--- src/rtl/icdf_pkg.sv ---
// rtl/icdf_pkg.sv - shared types and constants for the inverse-CDF scheduler
package icdf_pkg;

   // Default slice geometry; the scheduler checks its own parameters against these.
   localparam int ICDF_NREQ  = 4;
   localparam int ICDF_WIDTH = 32;
   localparam int FRAC       = 16;
   localparam int IDW        = $clog2(ICDF_NREQ);

   // One half in Q16.16
   localparam logic signed [ICDF_WIDTH-1:0] HALF = 32'sd32768;

   // Tag carried alongside a sample while it is inside the pipeline
   typedef struct packed {
      logic           vld;
      logic [IDW-1:0] id;
   } icdf_tag_t;

   // Retired result: requester id plus z-score
   typedef struct packed {
      logic [IDW-1:0]        id;
      logic [ICDF_WIDTH-1:0] z;
   } icdf_res_t;

   localparam int RESW = $bits(icdf_res_t);

endpackage

--- src/rtl/icdf_result_fifo.sv ---
// rtl/icdf_result_fifo.sv - synchronous result FIFO with count-based full/empty
module icdf_result_fifo
   import icdf_pkg::*;
#(
   parameter int DEPTH = 8
) (
   input  logic            clk,
   input  logic            rst,
   input  logic            push,
   input  logic [RESW-1:0] push_data,
   input  logic            pop,
   output logic [RESW-1:0] head,
   output logic            empty
);

   localparam int AW = (DEPTH > 1) ? $clog2(DEPTH) : 1;
   localparam int CW = $clog2(DEPTH + 1);

   logic [RESW-1:0] mem_q [DEPTH];
   logic [AW-1:0]   wr_q, rd_q;
   logic [CW-1:0]   count_q, count_d;
   logic            full, push_ok, pop_ok;

   function automatic logic [AW-1:0] ptr_next(input logic [AW-1:0] p);
      return (p == AW'(DEPTH - 1)) ? '0 : p + AW'(1);
   endfunction

   assign empty   = (count_q == '0);
   assign full    = (count_q == CW'(DEPTH));
   assign push_ok = push && !full;
   assign pop_ok  = pop && !empty;
   assign head    = mem_q[rd_q];

   // Occupancy: push and pop in the same cycle leave the count unchanged
   always_comb begin
      count_d = count_q;
      if (push_ok && !pop_ok) begin
         count_d = count_q + CW'(1);
      end else if (!push_ok && pop_ok) begin
         count_d = count_q - CW'(1);
      end
   end

   // Storage and pointers; reset discards all buffered results
   always_ff @(posedge clk or posedge rst) begin
      if (rst) begin
         for (int k = 0; k < DEPTH; k++) begin
            mem_q[k] <= '0;
         end
         wr_q    <= '0;
         rd_q    <= '0;
         count_q <= '0;
      end else begin
         if (push_ok) begin
            mem_q[wr_q] <= push_data;
            wr_q        <= ptr_next(wr_q);
         end
         if (pop_ok) begin
            rd_q <= ptr_next(rd_q);
         end
         count_q <= count_d;
      end
   end

endmodule

--- src/rtl/icdf_scheduler.sv ---
// rtl/icdf_scheduler.sv - round-robin sharing of one fixed-latency inverse-CDF pipeline
module icdf_scheduler
   import icdf_pkg::*;
#(
   parameter int NREQ       = 4,
   parameter int WIDTH      = 32,
   parameter int FRAC       = 16,
   parameter int LAT        = 4,
   parameter int FIFO_DEPTH = 8
) (
   input  logic                    clk,
   input  logic                    rst,
   input  logic [NREQ-1:0]         req_valid,
   input  logic [NREQ*WIDTH-1:0]   req_u,
   output logic [NREQ-1:0]         req_ready,
   output logic                    pipe_valid_in,
   output logic [WIDTH-1:0]        pipe_u,
   input  logic                    pipe_valid_out,
   input  logic [WIDTH-1:0]        pipe_z,
   output logic                    out_valid,
   input  logic                    out_ready,
   output logic [$clog2(NREQ)-1:0] out_id,
   output logic [WIDTH-1:0]        out_z,
   output logic                    err
);

   localparam int CW = $clog2(FIFO_DEPTH + 1);

   if (FIFO_DEPTH < LAT + 1) begin : g_depth_chk
      $error("icdf_scheduler: FIFO_DEPTH must be at least LAT+1");
   end
   if (LAT < 1 || NREQ < 2) begin : g_geom_chk
      $error("icdf_scheduler: LAT must be >= 1 and NREQ >= 2");
   end
   if (WIDTH != ICDF_WIDTH || $clog2(NREQ) != IDW || FRAC >= WIDTH) begin : g_pkg_chk
      $error("icdf_scheduler: parameters disagree with icdf_pkg types");
   end

   logic [WIDTH-1:0] req_u_a [NREQ];
   for (genvar g = 0; g < NREQ; g++) begin : g_lane
      assign req_u_a[g] = req_u[g*WIDTH +: WIDTH];
   end

   logic [IDW-1:0]   ptr_q, ptr_d, grant_id, issue_id_q;
   logic [IDW:0]     cand;
   logic             grant_any, pop;
   logic [CW-1:0]    credits_q, credits_d;
   logic             pipe_valid_q, err_q;
   logic [WIDTH-1:0] pipe_u_q;
   icdf_tag_t        tag_q [LAT];
   icdf_tag_t        tag_out;
   icdf_res_t        push_res, head_res;
   logic [RESW-1:0]  fifo_head;
   logic             fifo_empty;

   // Round-robin arbiter: first valid requester at or after ptr, only while credits remain
   always_comb begin
      grant_any = 1'b0;
      grant_id  = '0;
      cand      = '0;
      req_ready = '0;
      ptr_d     = ptr_q;
      if (credits_q != '0) begin
         for (int k = 0; k < NREQ; k++) begin
            cand = {1'b0, ptr_q} + (IDW+1)'(k);
            if (cand >= (IDW+1)'(NREQ)) begin
               cand = cand - (IDW+1)'(NREQ);
            end
            if (!grant_any && req_valid[cand[IDW-1:0]]) begin
               grant_any = 1'b1;
               grant_id  = cand[IDW-1:0];
            end
         end
      end
      if (grant_any) begin
         req_ready[grant_id] = 1'b1;
         ptr_d = (grant_id == IDW'(NREQ - 1)) ? '0 : grant_id + IDW'(1);
      end
   end

   // Credits count free FIFO slots minus samples already in flight
   always_comb begin
      credits_d = credits_q;
      if (grant_any && !pop) begin
         credits_d = credits_q - CW'(1);
      end else if (!grant_any && pop) begin
         credits_d = credits_q + CW'(1);
      end
   end

   // Arbiter pointer, credit counter and issue register
   always_ff @(posedge clk or posedge rst) begin
      if (rst) begin
         ptr_q        <= '0;
         credits_q    <= CW'(FIFO_DEPTH);
         pipe_valid_q <= 1'b0;
         pipe_u_q     <= '0;
         issue_id_q   <= '0;
      end else begin
         ptr_q        <= ptr_d;
         credits_q    <= credits_d;
         pipe_valid_q <= grant_any;
         if (grant_any) begin
            pipe_u_q   <= req_u_a[grant_id];
            issue_id_q <= grant_id;
         end
      end
   end

   // Tag line mirrors the pipeline so each result can be re-associated with its requester
   always_ff @(posedge clk or posedge rst) begin
      if (rst) begin
         for (int k = 0; k < LAT; k++) begin
            tag_q[k] <= '0;
         end
      end else begin
         tag_q[0] <= icdf_tag_t'{vld: pipe_valid_q, id: issue_id_q};
         for (int k = 1; k < LAT; k++) begin
            tag_q[k] <= tag_q[k-1];
         end
      end
   end

   assign tag_out = tag_q[LAT-1];

   // Sticky flag when the pipeline strobe and the tag line disagree
   always_ff @(posedge clk or posedge rst) begin
      if (rst) begin
         err_q <= 1'b0;
      end else if (pipe_valid_out != tag_out.vld) begin
         err_q <= 1'b1;
      end
   end

   // Retirement is driven by the tag line alone, never by the pipeline strobe
   assign push_res.id = tag_out.id;
   assign push_res.z  = pipe_z;

   icdf_result_fifo #(
      .DEPTH (FIFO_DEPTH)
   ) u_fifo (
      .clk       (clk),
      .rst       (rst),
      .push      (tag_out.vld),
      .push_data (push_res),
      .pop       (pop),
      .head      (fifo_head),
      .empty     (fifo_empty)
   );

   assign head_res      = fifo_head;
   assign out_valid     = !fifo_empty;
   assign pop           = out_valid && out_ready;
   assign out_id        = head_res.id;
   assign out_z         = head_res.z;
   assign pipe_valid_in = pipe_valid_q;
   assign pipe_u        = pipe_u_q;
   assign err           = err_q;

endmodule

--- config.mk ---
export PLATFORM = sky130hd
export DESIGN_NAME = icdf_scheduler
export DESIGN_NICKNAME = d
export VERILOG_FILES = /design/src/rtl/icdf_pkg.sv /design/src/rtl/icdf_result_fifo.sv /design/src/rtl/icdf_scheduler.sv
export SDC_FILE = /design/constraint.sdc
export NUM_CORES = 1
export LEC_CHECK = 0
export CAP_MARGIN = 20
export CORE_MARGIN = 3
export CORE_UTILIZATION = 49
export DETAILED_ROUTE_END_ITERATION = 16
export HOLD_SLACK_MARGIN = 0.03
export PLACE_DENSITY = 0.77
export SETUP_SLACK_MARGIN = 0.3
export SLEW_MARGIN = 10
export SYNTH_ARGS = -nofsm -noshare
export SYNTH_HDL_FRONTEND = slang
export SYNTH_SLANG_ARGS = --single-unit
--- constraint.sdc ---
create_clock -name clk -period 11.8 [get_ports clk]
set_clock_uncertainty 0.2 [all_clocks]
set_input_delay 2.36 -clock clk [delete_from_list [all_inputs] [get_ports clk]]
set_output_delay 2.36 -clock clk [all_outputs]
set_load 0.01 [all_outputs]
-- Word level (Yosys, flattened, before mapping)
Index checks and enable logic that the tools add are counted.
- flip-flop bits (word level): 336
- bits in latches: 0
- RAM bits: 0
- ROM bits: 0
- output and inout port bits: 73
- word-level logic and storage cells: 134
- memories: 0
- $add $sub $neg: 14
- multiply operators: 0
- divide/modulo/power cells: 0
- $lt $le $gt $ge: 14
- eq/ne operators: 5
- shift-type cells: 0
- muxes and demuxes: 48
- bitwise operators: 3
- reduce and logical (&&, ||, !) cells: 25
- operators with widths (operator ; number):
    bitwise mux 272 bit ; 1
    binary-select mux 34 bit (select 3 bit) ; 1
    demux 34 bit (select 3 bit) ; 1
    2-to-1 mux 34 bit ; 3
    binary-select mux 32 bit (select 2 bit) ; 1
    2-to-1 mux 32 bit ; 2
    2-to-1 mux 2 bit ; 14
    2-to-1 mux 4 bit ; 5
    less-than comparator 2 x 3 -> 1 bit, second input constant ; 5
    2-to-1 mux 1 bit ; 13
    greater-or-equal comparator 3 bit, second input constant ; 4
    logical AND 1 bit ; 12
    logical NOT 1 bit ; 9
    adder 4 x 1 -> 4 bit, second input constant ; 2
    binary-select mux 1 bit (select 2 bit) ; 4
    greater-or-equal comparator 4 bit, second input constant ; 2
    inverter 3 -> 4 bit ; 2
    subtractor 2 x 1 -> 2 bit, second input constant ; 4
    subtractor 4 x 1 -> 4 bit, second input constant ; 2
    adder 2 x 2 -> 3 bit, second input constant ; 2
    adder 3 x 1 -> 3 bit, second input constant ; 2
    == test 3 bit, second input constant ; 2
    2-to-1 mux 3 bit ; 2
    == test 4 bit, second input constant ; 1
    12 further kinds ; 13

-- Depth between registers and ports, before layout
Gate-level depths: netlist (run 1).
- depth after elaboration: 24
- mapped depth: 12
- gate-level depth less buffers: 12

-- Cells and area by module
A second synthesis (run 1) with hierarchy kept.
- cell total of the unflattened synthesis: 1030
- area total of the unflattened synthesis: 16116.7 um2
- by module, submodules not included (module ; times used ; cells each ; area an instance (um2)):
    icdf_result_fifo ; 1 ; 761 ; 12946.2
    icdf_scheduler ; 1 ; 269 ; 3170.5

-- Worst setup path after synthesis (run 1)
OpenSTA, ideal clock, no wires.
- kind: input to output
- start: input req_valid[2]
- end: output req_ready[0]
- data arrival time: 3.661 ns
- setup slack: 5.579 ns
- cell stages on the path: 8
- path buffers: 2
- path through: nor2_1 a21o_1 buf_4 nor3_2 buf_2 inv_1 ha_1 and2_1
- longest elaborated chain between the ends: 21
- RTL lines (element ; RTL line ; RTL):
    from (decl) ; icdf_scheduler.sv:13 ; input logic [NREQ-1:0] req_valid,
    binary-select mux 1 bit (select 2 bit) ; icdf_scheduler.sv:69 ; if (!grant_any && req_valid[cand[IDW-1:0]]) begin
    2-to-1 mux 1 bit (not written as such) ; icdf_scheduler.sv:69 ;
    2-to-1 mux 1 bit ; icdf_scheduler.sv:69 ;
    2-to-1 mux 1 bit ; icdf_scheduler.sv:63 ; if (credits_q != '0) begin
    logical NOT 1 bit ; icdf_scheduler.sv:69 ;
    logical AND 1 bit ; icdf_scheduler.sv:69 ;
    2-to-1 mux 1 bit ; icdf_scheduler.sv:69 ;
    2-to-1 mux 1 bit ; icdf_scheduler.sv:63 ;
    [... 6 more ...] ; - ;
    2-to-1 mux 2 bit (*) ; icdf_scheduler.sv:69 ;
    2-to-1 mux 2 bit (*) ; icdf_scheduler.sv:63 ;
    via grant_id[0] ; icdf_scheduler.sv:44 ; logic [IDW-1:0] ptr_q, ptr_d, grant_id, issue_id_q;
    less-than comparator 2 x 3 -> 1 bit (not written as such) or greater-or-equal comparator 2 x 1 -> 1 bit (tied branches) ; icdf_scheduler.sv:76 ; req_ready[grant_id] = 1'b1;
    logical AND 1 bit (not written as such) ; icdf_scheduler.sv:76 ;
    2-to-1 mux 1 bit (not written as such) ; icdf_scheduler.sv:76 ;
    demux 1 bit (select 2 bit) (*) ; icdf_scheduler.sv:76 ;
    2-to-1 mux 4 bit (*) ; icdf_scheduler.sv:75 ; if (grant_any) begin
    to (decl) ; icdf_scheduler.sv:15 ; output logic [NREQ-1:0] req_ready,
Mark *: on every way through the listed nets, which the timed path passes. The rest lies on a longest branch. The select of a mux whose other input is x is not followed.

-- Worst setup path in the final report (run 1)
- start: input req_valid[3]
- end: output req_ready[2]
- longest elaborated chain between the ends: 21
- RTL lines (element ; RTL line):
    binary-select mux 1 bit (select 2 bit) ; icdf_scheduler.sv:69
    2-to-1 mux 1 bit (not written as such) ; icdf_scheduler.sv:69
    2-to-1 mux 1 bit ; icdf_scheduler.sv:69
    2-to-1 mux 1 bit ; icdf_scheduler.sv:63
    logical NOT 1 bit ; icdf_scheduler.sv:69
    logical AND 1 bit ; icdf_scheduler.sv:69
    2-to-1 mux 1 bit ; icdf_scheduler.sv:69
    2-to-1 mux 1 bit ; icdf_scheduler.sv:63
    [... 5 more ...] ; -
    logical AND 1 bit ; icdf_scheduler.sv:69
    2-to-1 mux 2 bit ; icdf_scheduler.sv:69
    2-to-1 mux 2 bit ; icdf_scheduler.sv:63
    less-than comparator 2 x 3 -> 1 bit (not written as such) or greater-or-equal comparator 2 x 1 -> 1 bit (tied branches) ; icdf_scheduler.sv:76
    logical AND 1 bit (not written as such) ; icdf_scheduler.sv:76
    2-to-1 mux 1 bit (not written as such) ; icdf_scheduler.sv:76
    demux 1 bit (select 2 bit) ; icdf_scheduler.sv:76
    2-to-1 mux 4 bit (*) ; icdf_scheduler.sv:75
Mark *: on every way between the ends. The rest lies on a longest branch, timed or not. The select of a mux whose other input is x is not followed.

==> results of run 1 <==
registers in the layout, summed over array words and instances (netlist names), 2 cells and up:
signal	flops
tag_q	9
u_fifo.rd_q	3
u_fifo.count_q	4
u_fifo.wr_q	3
issue_id_q	2
push_res	2
pipe_u	32
credits_q	4
ptr_q	2
u_fifo.mem_q	272
critical path, stage by stage:
cell	delay [ps]
clkdlybuf4s50_1	480
nor2_1	220
a21o_1	150
buf_4	370
nor3_2	90
buf_4	210
inv_1	120
ha_1	150
and2_1	130
clkdlybuf4s50_1	540
power by group through the flow:
stage / clock (µW) / combinational, µW / sequential, µW
3_5_place_dp: 0 / 2700 / 2190
5_1_grt: 1240 / 2900 / 2240
2_1_floorplan: 0 / 1920 / 2000
6_report: 1170 / 2690 / 2170
4_1_cts: 1190 / 2710 / 2180
3_3_place_gp: 0 / 2630 / 2150
placed cells by master, fill, tap and decap left out, types with 3 or more instances in the layout:
| cell type | count |
|---|---|
| clkbuf_1 | 4 |
| clkbuf_16 | 36 |
| xnor2_1 | 6 |
| clkbuf_8 | 8 |
| clkinv_2 | 5 |
| ha_1 | 14 |
| a21o_1 | 4 |
| clkdlybuf4s50_1 | 240 |
| xor2_1 | 4 |
| nor3_1 | 3 |
| bufinv_16 | 5 |
| nand2_1 | 40 |
| buf_4 | 20 |
| a21oi_1 | 4 |
| mux2_1 | 24 |
| nand2b_1 | 5 |
| nor2_1 | 7 |
| dfrtp_1 | 332 |
| a32oi_1 | 12 |
| and2_1 | 4 |
| mux4_2 | 68 |
| mux2_2 | 287 |
| o221ai_2 | 10 |
| mux2i_1 | 53 |
| o221ai_1 | 22 |
| inv_1 | 17 |
how the worst max path moves through the flow:
stage                 startpoint           end  cells past startpoint
finish              req_valid[3]  req_ready[2]                     10
global route        req_valid[3]  req_ready[2]                     10
CTS                 req_valid[3]  req_ready[2]                     10
detailed placement  req_valid[3]  req_ready[2]                     10
global placement    req_valid[0]  req_ready[2]                     10
floorplan                    rst  credits_q[0]                      1
final cells by class:
| cell class | instances | area (µm²) |
|---|---|---|
| Antenna cell | 2 | 5.00 |
| Clock buffer | 48 | 1030 |
| Clock inverter | 12 | 200 |
| Fill cell | 2289 | 11400 |
| Inverter | 20 | 78.8 |
| Multi-Input combinational cell | 592 | 6850 |
| Sequential cell | 336 | 8420 |
| Tap cell | 396 | 495 |
| Timing Repair Buffer | 263 | 2630 |
logic make-up after synthesis:
| family | share of synthesized area [%] |
|---|---|
| buffers and inverters | 2.63 |
| DFF | 53.7 |
| muxes | 35.5 |
| and+or+nand+nor | 2.72 |
| adders and majority gates | 1.25 |
| AOI/OAI and AO/OA | 3.60 |
| xor gates and xnor gates | 0.559 |
metrics by stage:
| step | cell area (µm²) | setup slack, ps | std cells | hold WS, ps |
|---|---|---|---|---|
| 6_report | 19700 | 4410 | 1669 | 146 |
| 5_1_grt | 19700 | 4280 | 1669 | 154 |
| 4_1_cts | 19700 | 4420 | 1666 | 147 |
| 3_5_place_dp | 18400 | 4430 | 1606 | 135 |
| 3_3_place_gp | 18400 | 4480 | 1605 | 133 |
| 2_1_floorplan | 15700 | 4750 | 1012 | 131 |
per-layer routing:
layer	up-vias	wire length, µm	global-route usage (%)
li1	4270	-	-
met1	4994	14700	27.1
met2	287	19200	38.8
met3	65	2260	5.35
met4	0	1220	7.65
met5	-	0	0
==> metrics.md, run 1 <==
| Metric | Value |
|---|---|
| EDFF count, synth | 0 |
| Drt pass-1 iters | 4 |
| Max Clk Rate | 0.135 GHz |
| Largest net degree at the start of global routing | 183 |
| First-pass GRT wire length | 58700 µm |
| #FFs+latches synth | 336 |
| Ranking of synthesized cells by area | dfrtp_1 (54%), mux2_2 (21%), mux4_2 (9.8%) |
| Layout area overhead | 25.8% |
| Hold Path End | tag_q[4] |
| Clk_lat worst skew | 520 ps |
| Worst slew margin | 24.9% |
| Synth Instances | 1012 |
| Initial cell density of the core | 50.4% |
| Core footprint | 31100 µm² |
| Setup TNS | 0 ps |
| CTS Sinks | 336 |
| Tot GR Track Use | 22.2% |
| Die Span Y | 185 µm |
| Power Dens Cells | 306 nW/µm² |
| Residual DRC | 0 |
| Starting DRT DRC Count | 481 |
| Clk slew on worst S/H paths | 50 ps |
| DP HPWL | 24800 µm |
| Number of vias per cell | 5.76 |
| Gate power share | 44.7% |
| Slew @ Worst Pin | 1120 ps |
| Wirelength per Cell | 22.4 µm |
| Ys flop type | dfrtp_1 |
| Slew Limit Fails | 0 |
| Leak | 0.00815 µW |
| Max VDD drop | 0.161 mV |
| H-tree level count | 2 |
| Chip Width | 185 µm |
| CP Launch Type | input pin |
| Final hold vios | 0 |
| Yosys warning count | 0 |
| I/O Buffers | 240 |
| Post-layout minimum cycle time | 7390 ps |
| Final setup viols | 0 |
| # hold bufs at CTS | 0 |
| Hold depth | 0 |
| Unrepaired setup endpoints after global routing | no |
| Layout cell share with drive strength beyond 1 | 36.5% |
| Async SR Flop Fraction | 100% |
| Post-cts resize count | 0 |
| Total power | 6030 µW |
| Most common cell in the netlist | dfrtp_1 |
| Vias in the first global route | 10484 |
| Sw power | 1920 µW |
| Clk network pwr share | 19.4% |
| Gr ovfl total | 0 |
| CTS Buffer Depth | 3 |
| CTS tree | done |
| Sw Share | 31.8% |
| Max cap viols | 0 |
| Final Cycle Share | 62.7% |
| Hold Path Class | reg2reg |
| Status | finished clean |
| Post-synth top area share | 53.5% |
| Nets | 1431 |
| Row count | 64 |
| Routed Antenna Nets | 0 |
| GPL Wtd Cong | 0.882 |
| Setup Fix Bufs, Post-CTS | 0 |
| Vias | 9616 |
| Sequential power share | 35.9% |
| Post-synth top cells | dfrtp_1 (335), mux2_2 (287), mux4_2 (68) |
| Internal cell power | 4110 µW |
| Fin util | 63.4% |
| Syn avg cell area | 15.5 µm² |
| Reg2Reg Depth | 11 |
| Post-synth top area cell | dfrtp_1 |
| RR Endpoint | credits_q[2] |
| Sequential area share after synthesis | 53.7% |
| Final WL | 37400 µm |
| Post-synthesis instance area | 15700 µm² |
| Root Buffer | clkbuf_16 |
| Kind of critical path | in2out |
| Critical path data required time | 9240 ps |
| Distinct cells, synth | 46 |
| Syn nets | 1195 |
| Max FO, Critical Path | 37 |
| Reg2reg start | credits_q[1] |
| Worst setup EP type | output pin |
| Arrival time worst endpoint | 4830 ps |
| R2r setup slk | 8530 ps |
| IO Count | 241 |
| Hold Startpoint | tag_q[7] |
| Initial antenna violation count | 2 |
| Total Die Area | 34100 µm² |
| CTS Buf Count | 35 |
(Power assumes the default switching activity.)
==> run 2: changes to the inputs <==
Settings changed: CORE_UTILIZATION 49 to 54, PLACE_DENSITY 0.77 to 0.8.
Clock period 11.8 ns to 7.1 ns, I/O delays scaled along.
==> run 2 against run 1 <==
Clock power grew 62%. Worst hold slack gained 4.2 ps. Routed wire length shrank 0.50%. Sequential share of layout area grew 0.15 points. Power grew 65%. Combinational power grew 63%. Design area shrank 0.35%. Largest power group unchanged. Highest routed layer is now met5.
==> metrics.md, run 2 (synthesized netlist as in run 1, its figures left out) <==
| Metric | Value |
|---|---|
| Status | finished clean |
| Min Hold Slack | 150 ps |
| Number of vias per cell | 5.86 |
| Max FO, Critical Path | 13 |
| Final WL | 37200 µm |
| Wire length on met3 | 2100 µm |
| Layout area overhead | 25.4% |
| Core footprint | 28200 µm² |
| Layout cell share with drive strength beyond 1 | 36.4% |
| Largest Register | u_fifo.mem_q |
| Max VDD drop | 0.226 mV |
| Worst setup EP type | output pin |
| Post-cts resize count | 0 |
| Slew @ Worst Pin | 1150 ps |
| Power Dens Cells | 508 nW/µm² |
| Tot GR Track Use | 24.3% |
| CTS tree | done |
| CTS Buffer Depth | 3 |
| Arrival time worst endpoint | 3870 ps |
| Max Clk Rate | 0.182 GHz |
| First-pass GRT wire length | 59100 µm |
| CTS Buf Count | 36 |
| Initial cell density of the core | 55.6% |
| Initial antenna violation count | 6 |
| Critical path data required time | 5480 ps |
| DR top layer | met5 |
| Row count | 61 |
| Wl on met1 | 14500 µm |
| Max cap viols | 0 |
| Starting DRT DRC Count | 556 |
| DP HPWL | 24500 µm |
| Unrepaired setup endpoints after global routing | no |
| Nets | 1432 |
| Max reg flops | 272 |
| Gr ovfl total | 0 |
| Routed Antenna Nets | 0 |
| Reg2reg start | credits_q[1] |
| Residual DRC | 0 |
| Clk slew on worst S/H paths | 50 ps |
| GPL Wtd Cong | 0.852 |
| Hold Startpoint | tag_q[7] |
| Final Cycle Share | 77.3% |
| Clk_lat worst skew | 500 ps |
| Vias | 9699 |
| Commonest non-fill, non-tap cell in the layout | dfrtp_1 |
| Met2 wire length | 19300 µm |
| Worst slew margin | 23.3% |
| Chip Width | 176 µm |
| Kind of critical path | in2out |
| Final setup viols | 0 |
| Slew Limit Fails | 0 |
| Drt pass-1 iters | 4 |
| Post-layout minimum cycle time | 5490 ps |
| Crit path from | req_valid[3] |
| Total Die Area | 31100 µm² |
| Largest net degree at the start of global routing | 125 |
| CP Launch Type | input pin |
| Vias in the first global route | 10714 |
| H-tree level count | 2 |
| Root Buffer | clkbuf_16 |
| Die Span Y | 176 µm |
| Hold Path Class | reg2reg |
| Placed cell count | 1589 |
| Final Non-Filler Cells | 1656 |
| Fin util | 69.7% |
| # hold bufs at CTS | 0 |
| Wirelength per Cell | 22.5 µm |
| Setup Fix Bufs, Post-CTS | 0 |
| CTS Sinks | 336 |
| IO Count | 241 |
| Final hold vios | 0 |
| Most frequent cells in the layout | dfrtp_1 (332), mux2_2 (287), clkdlybuf4s50_1 (240), mux4_2 (68), mux2i_1 (53) |
| Leak | 0.00813 µW |
| I/O Buffers | 240 |
| Setup TNS | 0 ps |
run 2: power by group:
| group | switching, µW | internal [µW] |
|---|---|---|
| Clock | 732 | 1170 |
| Sequential | 768 | 2910 |
| Combinational | 1680 | 2710 |
run 2: worst max-delay path, cell delays in order:
cell and delay, ps:
clkdlybuf4s50_1 530, nand3b_1 130, o21ai_0 130, a2111o_1 680, inv_1 170, ha_1 150
and2_1 120, clkdlybuf4s50_1 530
run 2: metal layers:
layer | global-route usage [%] | vias to the layer above
met5 | 0 | -
met4 | 8.87 | 2
met3 | 5.16 | 67
met2 | 42.5 | 292
met1 | 30.1 | 5066
li1 | - | 4272
run 2: final cells by class:
cell class	instances	area (µm²)
clock buffer	50	1040
inverter	20	78.8
clock inverter	12	168
fill	1897	8530
tap	378	473
multi-input combinational	592	6850
timing repair buffer	263	2590
sequential	336	8420
antenna	5	12.5
run 2: through the flow:
step	instance area, µm²	setup WS (ps)	power [µW]
after floorplan	15700	990	6520
after global placement	18400	1660	7940
after detailed placement	18400	1640	8110
after CTS	19600	1620	10100
after global routing	19600	1500	10500
final	19600	1610	9970
run 2: path summary, 6_finish.rpt:
kind	slack (ps)	cells after the start	end
worst max-delay path	1610	8	req_ready[2]
worst min-delay path	150	0	tag_q[4]
worst max register to register	3740	11	credits_q[2]
worst min register to register	150	0	tag_q[4]
max in group asynchronous	4220	3	u_fifo.mem_q[152]
min in group asynchronous	1160	2	u_fifo.mem_q[61]
==> run 3: changes to the inputs <==
Clock period 7.1 ns to 5.5 ns, I/O delays scaled along.
==> run 3 against run 2 <==
Sequential share of layout area hardly changed. First-iteration DRC count is 2.0% lower. Design area hardly changed. Cell count stayed put. Count of clock-buffer cells in the layout stayed put. Die area stayed put. Sequential power is 28% higher. Largest cell class unchanged.
==> metrics.md, run 3 (synthesized netlist as in run 1, its figures left out) <==
| Metric | Value |
|---|---|
| Status | finished clean |
| Layout area overhead | 25.3% |
| Final setup viols | 0 |
| Max Clk Rate | 0.212 GHz |
| Hold Path Class | reg2reg |
| Starting DRT DRC Count | 545 |
| Row count | 61 |
| Post-cts resize count | 0 |
| Post-layout minimum cycle time | 4720 ps |
| Final hold vios | 0 |
| CTS tree | done |
| Worst setup EP type | output pin |
| # hold bufs at CTS | 0 |
| Final WL | 36900 µm |
| Routed Antenna Nets | 0 |
| Sequential power share | 36.8% |
| Clk slew on worst S/H paths | 70 ps |
| Total Die Area | 31100 µm² |
| Internal cell power | 8700 µW |
| Layout cell share with drive strength beyond 1 | 36.2% |
| Unrepaired setup endpoints after global routing | no |
| Sw Share | 31.9% |
| CTS Buffer Depth | 3 |
| Number of vias per cell | 5.82 |
| Kind of critical path | in2out |
| Tot GR Track Use | 24.2% |
| Max FO, Critical Path | 5 |
| Root Buffer | clkbuf_16 |
| CP Launch Type | input pin |
| Worst stage delay on the critical path | 540 ps |
| DP HPWL | 24300 µm |
| Sw power | 4070 µW |
| IO Count | 241 |
| Critical path data required time | 4200 ps |
| Die Span Y | 176 µm |
| Min Hold Slack | 146 ps |
| CTS Sinks | 336 |
| H-tree level count | 2 |
| CP max stage cell | clkdlybuf4s50_1 |
| Largest Register | u_fifo.mem_q |
| Leak | 0.00812 µW |
| Largest net degree at the start of global routing | 120 |
| Most used cell, CP | clkdlybuf4s50_1 |
| Chip Width | 176 µm |
| I/O Buffers | 240 |
| Power Dens Cells | 651 nW/µm² |
| Fill cells | 1885 |
| Max cap viols | 0 |
| Drt pass-1 iters | 4 |
| Max reg flops | 272 |
| Arrival time worst endpoint | 3420 ps |
| Clk_lat worst skew | 500 ps |
| Fin util | 69.6% |
| Gate power share | 44.8% |
| Placed cell count | 1591 |
| Initial cell density of the core | 55.6% |
| First-pass GRT wire length | 58800 µm |
| Gr ovfl total | 0 |
| Worst slew margin | 27.5% |
| Wirelength per Cell | 22.3 µm |
| Initial antenna violation count | 4 |
| Core footprint | 28200 µm² |
| Total power | 12800 µW |
| Setup Fix Bufs, Post-CTS | 0 |
| Final Cycle Share | 85.8% |
| Commonest non-fill, non-tap cell in the layout | dfrtp_1 |
| Reg2Reg Depth | 7 |
| Nets | 1434 |
| Final Non-Filler Cells | 1656 |
| Hold depth | 0 |
| Vias in the first global route | 10740 |
| Clk network pwr share | 18.5% |
| Slew @ Worst Pin | 1080 ps |
| Crit path cell chain | clkdlybuf4s50_1 -> mux2i_1 -> o2bb2ai_1 -> nor3_2 -> inv_1 -> ha_1 -> and2_1 -> clkdlybuf4s50_1 |
| GPL Wtd Cong | 0.853 |
| Slew Limit Fails | 0 |
| Setup TNS | 0 ps |
| Max VDD drop | 0.270 mV |
| Most frequent cells in the layout | dfrtp_1 (332), mux2_2 (287), clkdlybuf4s50_1 (240), mux4_2 (68), mux2i_1 (53) |
| Vias | 9642 |
| Residual DRC | 0 |
| CTS Buf Count | 36 |
-- run 3: path summary, 6_finish.rpt --
check                             start               end  slack, ps
max                        req_valid[3]      req_ready[0]        780
min                            tag_q[4]      push_res[33]        150
max reg2reg                credits_q[1]        pipe_u[23]       2340
min reg2reg                    tag_q[4]      push_res[33]        150
max in group asynchronous           rst    u_fifo.rd_q[2]       3090
min in group asynchronous           rst  u_fifo.mem_q[61]        890
-- run 3: worst max-delay path, delay by kind of cell --
| family | cells | cell delay [ps] |
|---|---|---|
| buf+inv | 3 | 1180 |
| compound gates | 1 | 220 |
| fa+ha+maj | 1 | 220 |
| simple gates | 2 | 580 |
| mux | 1 | 110 |
-- run 3: cell type report --
type / count / area (µm²) / area share, %
Antenna cell: 5 / 12.5 / 0.0638
Tap cell: 378 / 473 / 2.41
Multi-Input combinational cell: 592 / 6850 / 34.9
Clock buffer: 50 / 1010 / 5.17
Sequential cell: 336 / 8420 / 42.9
Timing Repair Buffer: 265 / 2640 / 13.5
Inverter: 20 / 78.8 / 0.402
Clock inverter: 10 / 128 / 0.651
-- run 3: layer usage --
metal	vias up	share of wire, %	GRT usage [%]
met5	-	0	0
met4	0	3.4	9.17
met3	72	5.5	5.16
met2	277	51	41.7
met1	5014	40	30.1
li1	4279	-	-
-- run 3: power by group through the flow --
stage / clock network, µW / logic (µW) / registers (µW)
final: 2360 / 5720 / 4700
after global routing: 2520 / 6150 / 4870
after CTS: 2400 / 5800 / 4700
after detailed placement: 0 / 5770 / 4720
after global placement: 0 / 5620 / 4650
after floorplan: 0 / 4120 / 4290
-- run 3: metrics by stage --
stage                     area (µm²)  setup slack, ps
after global placement         18500              852
final                          19600              778
after global routing           19600              703
after floorplan                15700             -290
after CTS                      19600              781
after detailed placement       18500              795
